<file path="src/rtl/sat_pkg.sv">
// Shared types for the clause evaluation sequencer.
// Sequencer state encoding and default clause index width.
package sat_pkg;

  localparam int DEF_NUM_CLAUSES = 64;
  localparam int DEF_IDX_W = $clog2(DEF_NUM_CLAUSES) + 1;

  typedef enum logic [1:0] {
    IDLE,
    ISSUE,
    WAIT,
    FINISH
  } seq_state_t;

  typedef logic [DEF_IDX_W-1:0] clause_idx_t;

endpackage

</file>
<file path="src/rtl/clause_eval_sequencer_idx.sv">
// Clause index counter for the evaluation sequencer.
// Counts 0..NUM_CLAUSES-1 and flags the last clause.
module clause_idx_counter #(
  parameter int NUM_CLAUSES = 64,
  parameter int IDX_W = $clog2(NUM_CLAUSES) + 1
) (
  input  logic             clk,
  input  logic             reset,
  input  logic             clear,
  input  logic             inc,
  output logic [IDX_W-1:0] idx,
  output logic             last
);

  assign last = (idx == IDX_W'(NUM_CLAUSES - 1));

  // Index register; stops at the last clause so it never goes out of range.
  always_ff @(posedge clk) begin
    if (reset || clear) begin
      idx <= '0;
    end else if (inc && !last) begin
      idx <= idx + IDX_W'(1);
    end
  end

endmodule

</file>
<file path="src/rtl/clause_eval_sequencer.sv">
// Walks every stored clause through the evaluator once per check.
// Tracks sticky unsat, first failing index and unsat count.
module clause_eval_sequencer
  import sat_pkg::*;
#(
  parameter int NUM_CLAUSES = 64,
  parameter int IDX_W = $clog2(NUM_CLAUSES) + 1,
  parameter int EARLY_EXIT = 1
) (
  input  logic             clk,
  input  logic             reset,
  input  logic             start,
  input  logic             abort,
  output logic             clause_req,
  input  logic             clause_ready,
  output logic [IDX_W-1:0] clause_addr,
  input  logic             eval_valid,
  input  logic             eval_unsat,
  output logic             busy,
  output logic             done,
  output logic             result_unsat,
  output logic [IDX_W-1:0] first_unsat_idx,
  output logic [IDX_W-1:0] unsat_count
);

  seq_state_t state;
  seq_state_t next_state;

  logic [IDX_W-1:0] idx;
  logic idx_last;
  logic idx_clear;
  logic idx_inc;
  logic accept;
  logic kill;
  logic unsat_hit;

  assign accept = (state == IDLE) && start && !abort;
  assign kill = abort && (state != IDLE);
  assign unsat_hit = (state == WAIT) && !abort
                     && eval_valid && eval_unsat;
  assign idx_clear = accept || kill;

  assign clause_req = (state == ISSUE);
  assign clause_addr = idx;
  assign busy = (state == ISSUE) || (state == WAIT);
  assign done = (state == FINISH);

  clause_idx_counter #(
    .NUM_CLAUSES(NUM_CLAUSES),
    .IDX_W(IDX_W)
  ) u_idx (
    .clk(clk),
    .reset(reset),
    .clear(idx_clear),
    .inc(idx_inc),
    .idx(idx),
    .last(idx_last)
  );

  // State register.
  always_ff @(posedge clk) begin
    if (reset) begin
      state <= IDLE;
    end else begin
      state <= next_state;
    end
  end

  // Next state and index advance; abort wins over handshakes.
  always_comb begin
    next_state = state;
    idx_inc = 1'b0;
    unique case (state)
      IDLE: begin
        if (accept) next_state = ISSUE;
      end
      ISSUE: begin
        if (abort) next_state = IDLE;
        else if (clause_ready) next_state = WAIT;
      end
      WAIT: begin
        if (abort) begin
          next_state = IDLE;
        end else if (eval_valid) begin
          if (((EARLY_EXIT != 0) && eval_unsat)
              || idx_last) begin
            next_state = FINISH;
          end else begin
            next_state = ISSUE;
            idx_inc = 1'b1;
          end
        end
      end
      FINISH: begin
        next_state = IDLE;
      end
      default: begin
        next_state = IDLE;
      end
    endcase
  end

  // Result registers; cleared on a new check or abort, held otherwise.
  always_ff @(posedge clk) begin
    if (reset || accept || kill) begin
      result_unsat <= 1'b0;
      first_unsat_idx <= '0;
      unsat_count <= '0;
    end else if (unsat_hit) begin
      result_unsat <= 1'b1;
      if (!result_unsat) first_unsat_idx <= idx;
      if (unsat_count != {IDX_W{1'b1}}) begin
        unsat_count <= unsat_count + IDX_W'(1);
      end
    end
  end

endmodule
</file>
<file path="config.mk">
export PLATFORM = sky130hd
export DESIGN_NAME = clause_eval_sequencer
export DESIGN_NICKNAME = d
export VERILOG_FILES = /design/src/rtl/sat_pkg.sv /design/src/rtl/clause_eval_sequencer_idx.sv /design/src/rtl/clause_eval_sequencer.sv
export SDC_FILE = /design/constraint.sdc
export NUM_CORES = 1
export LEC_CHECK = 0
export CAP_MARGIN = 20
export CORE_MARGIN = 1
export CORE_UTILIZATION = 30
export CTS_BUF_LIST = sky130_fd_sc_hd__clkbuf_4
export CTS_CLUSTER_DIAMETER = 50
export CTS_CLUSTER_SIZE = 8
export DETAILED_ROUTE_END_ITERATION = 8
export PLACE_DENSITY = 0.63
export RECOVER_POWER = 25
export SLEW_MARGIN = 20
export SYNTH_ARGS = -nofsm -noshare
export SYNTH_HDL_FRONTEND = slang
export SYNTH_SLANG_ARGS = --single-unit
</file>
<file path="constraint.sdc">
create_clock -name clk -period 3.7 [get_ports clk]
set_clock_uncertainty 0.05 [all_clocks]
set_input_delay 0.74 -clock clk [delete_from_list [all_inputs] [get_ports clk]]
set_output_delay 0.74 -clock clk [all_outputs]
set_load 0.01 [all_outputs]
</file>
==> impl_metrics.yaml <==
outcome:
  status: "finished, final reports clean"
sta:
  fmax_mhz: 369
  drv_slew: 0
  totalNegativeSetupSlack_ns: 0
  period_minus_slack_ns: 2.71
  post-route-period-util_pct: 73.2
  worst_slew_pin_slew_ns: 0.739
  setup_slack_ns: 0.990
  rsz0062_at_grt: "no"
  final_hold_viol_count: 0
  hold_slack_ns: 0.454
  setup_violations: 0
  maxSlewHeadroom_pct: 50.6
worst_setup_path:
  worst_ep_arrival_time_ns: 2.93
  slowest_delay_ns: 0.66
  cp-end-kind: "register"
  slowest_stage: "or3_1"
  required_ns: 3.92
  path_cells: "dlygate4sd3_1, and3b_1, or3_1, or4_1, nand2_1"
  crit_type: "input pin to register"
  crit_path_max_fanout: 21
  critPathLaunchType: "input pin"
detailed_routing:
  wl_per_cell_um: 13.5
  first_pass_iters: 4
  avgViaCountPerCell: 4.99
  via_count: 1012
  postRouteAntennaNets: 0
  drc: 0
  wl_mm: 2.75
  drt_iter0_markers: 61
cts:
  path_clk_slew_ns: 0.13
  cts_root_buf: "clkbuf_4"
  post-cts-setup-buffers: 0
  cts_sinks: 24
  post_cts_resized: 0
  cts_made_buffers: 3
  cts_buffer_depth: 2
  clk_latency_ns: 0.31
  ctsHoldBuffers: 0
  cts_tree: "built"
  htreeDepth: 1
flow_run:
  maxCapViolCount: 0
finish:
  stdcell_count: 203
  nFillCells: 378
  finish.net_count: 170
  design_area_um2: 1520
  drive_gt1_share_pct: 2.58
  syn2layout_area_growth_pct: 33.0
  num_antenna_cells: 0
die:
  row_count: 22
  io_pins: 32
  die_y_um: 63.7
  coreArea_um2: 3660
  die_w_um: 63.7
  die-area_um2: 4060
  start_util_pct: 31.2
synthesis:
  syn_nets: 138
  ys_seq_elements: 24
  synth_most_common_cell: "dfxtp_1"
  synthCells: 124
  synth_top_area_share_pct: 42.0
  yosys-top-cells-count: "24 x dfxtp_1, 22 x nor2_1, 9 x mux2i_1, 7 x ha_1, 7 x xor2_1"
  synth-async-reset-ratio_pct: 0
  yosysUniqueCellTypes: 32
  synth_warnings: 0
  synth.area.top_cells: "dfxtp_1 42%, mux2i_1 7.9%, ha_1 7.7%"
  synth.largest_area_cell: "dfxtp_1"
  synthesis.area_um2: 1140
  syn_avg_cell_area_um2: 9.22
  synth_top_flop_cell: "dfxtp_1"
  synth_edf_count: 0
  ys_seq_area_share_pct: 42.0
global_route:
  grt_pass1_vias: 1056
  antenna_found_initial: 0
  grt-ovfl-total: 0
  track_usage_pct: 14.2
  grt_pass1_wl_mm: 4.73
  grt_max_degree: 22
placed_design:
  hpwl_mm: 1.99
  place_worst_setup_slack_ns: 0.740
  placed_area_um2: 1500
  dp_cells: 199
  portBuffers: 31
  gp_congestion: 0.807
power_and_ir_drop:
  p_leak_nw: 0.602
  vdd_drop_max_v: 0.000197
  power_per_cell_area_nw_per_um2: 285
worst_hold_path:
  min_path_type: "register to register"
==> metal layers <==
metal  vias to the layer above  track usage [%]  wire [um]
met2                        32             24.2       1240
met4                         0             3.98         14
met5                         -                0          0
met3                         2             3.21        146
li1                        503                -          -
met1                       475             17.9       1340
==> stage by stage <==
stage / util (%) / total power, mW
finish: 41.6 / 0.434
global route: 41.6 / 0.458
CTS: 41.6 / 0.439
detailed placement: 40.8 / 0.322
global placement: 40.8 / 0.321
floorplan: - / 0.300
==> flip-flops by register name, summed over array words and instances, names as in the netlist <==
| signal | flops |
|---|---|
| first_unsat_idx | 7 |
| u_idx.idx | 7 |
| unsat_count | 7 |
| state | 2 |
| result_unsat | 1 |
==> cells by family after synthesis <==
logic type                 after synthesis  share of synthesized area, %
xor gates and xnor gates                 7                          5.36
buffers and inverters                    8                          2.95
and+or+nand+nor                         48                          21.7
AOI/OAI and AO/OA                       21                          12.5
muxes                                    9                          7.88
DFF                                     24                          42.0
adders and majority gates                7                          7.66
==> critical path: cells and delay by family <==
kind                   cells  cell delay [ns]
and+or+nand+nor            4             1.55
buffers and inverters      1             0.64
==> report_power, final <==
part	leakage (nW)	internal, mW	switching [mW]
Sequential	0.193	0.260	0.00219
Clock	0.0154	0.0395	0.0782
Combinational	0.393	0.0236	0.0304
Total	0.602	0.324	0.111
==> worst paths after layout <==
kind	startpoint	depth (start not counted)	endpoint	slack [ns]
min reg2reg	result_unsat	2	result_unsat	0.45
min	result_unsat	2	result_unsat	0.45
max reg2reg	state[0]	6	u_idx.idx[3]	1.34
max	abort	5	u_idx.idx[3]	0.99
==> layout by cell type (no fill, tap or decap) <==
master / instances
a211oi_1: 1
a21oi_1: 4
a311oi_1: 1
a41o_1: 1
a41oi_1: 1
and2_1: 2
and3_1: 1
and3b_1: 1
and4b_1: 1
and4bb_2: 1
clkbuf_4: 3
clkdlybuf4s50_1: 20
clkinv_1: 1
dfxtp_1: 24
dlygate4sd3_1: 11
ha_1: 7
inv_1: 4
mux2i_1: 9
nand2_1: 2
nand2b_1: 1
nand3_1: 4
nand4_1: 3
nor2_1: 22
nor2b_1: 4
nor3_1: 2
o2111ai_1: 2
o211a_1: 1
o211ai_1: 4
o21ai_0: 5
o21ai_1: 1
or3_1: 2
or4_1: 2
xor2_1: 7
==> layout make-up <==
cell class | instances | area (um^2) | area share, %
clock buffers | 3 | 22.5 | 1.48
clock inverters | 1 | 3.75 | 0.247
inverters | 4 | 15.0 | 0.987
multi-input cells | 92 | 629 | 41.4
flip-flops and latches | 24 | 480 | 31.6
well taps | 48 | 60.1 | 3.95
repair buffers | 31 | 310 | 20.4
Power figures use the tool's default switching activity.
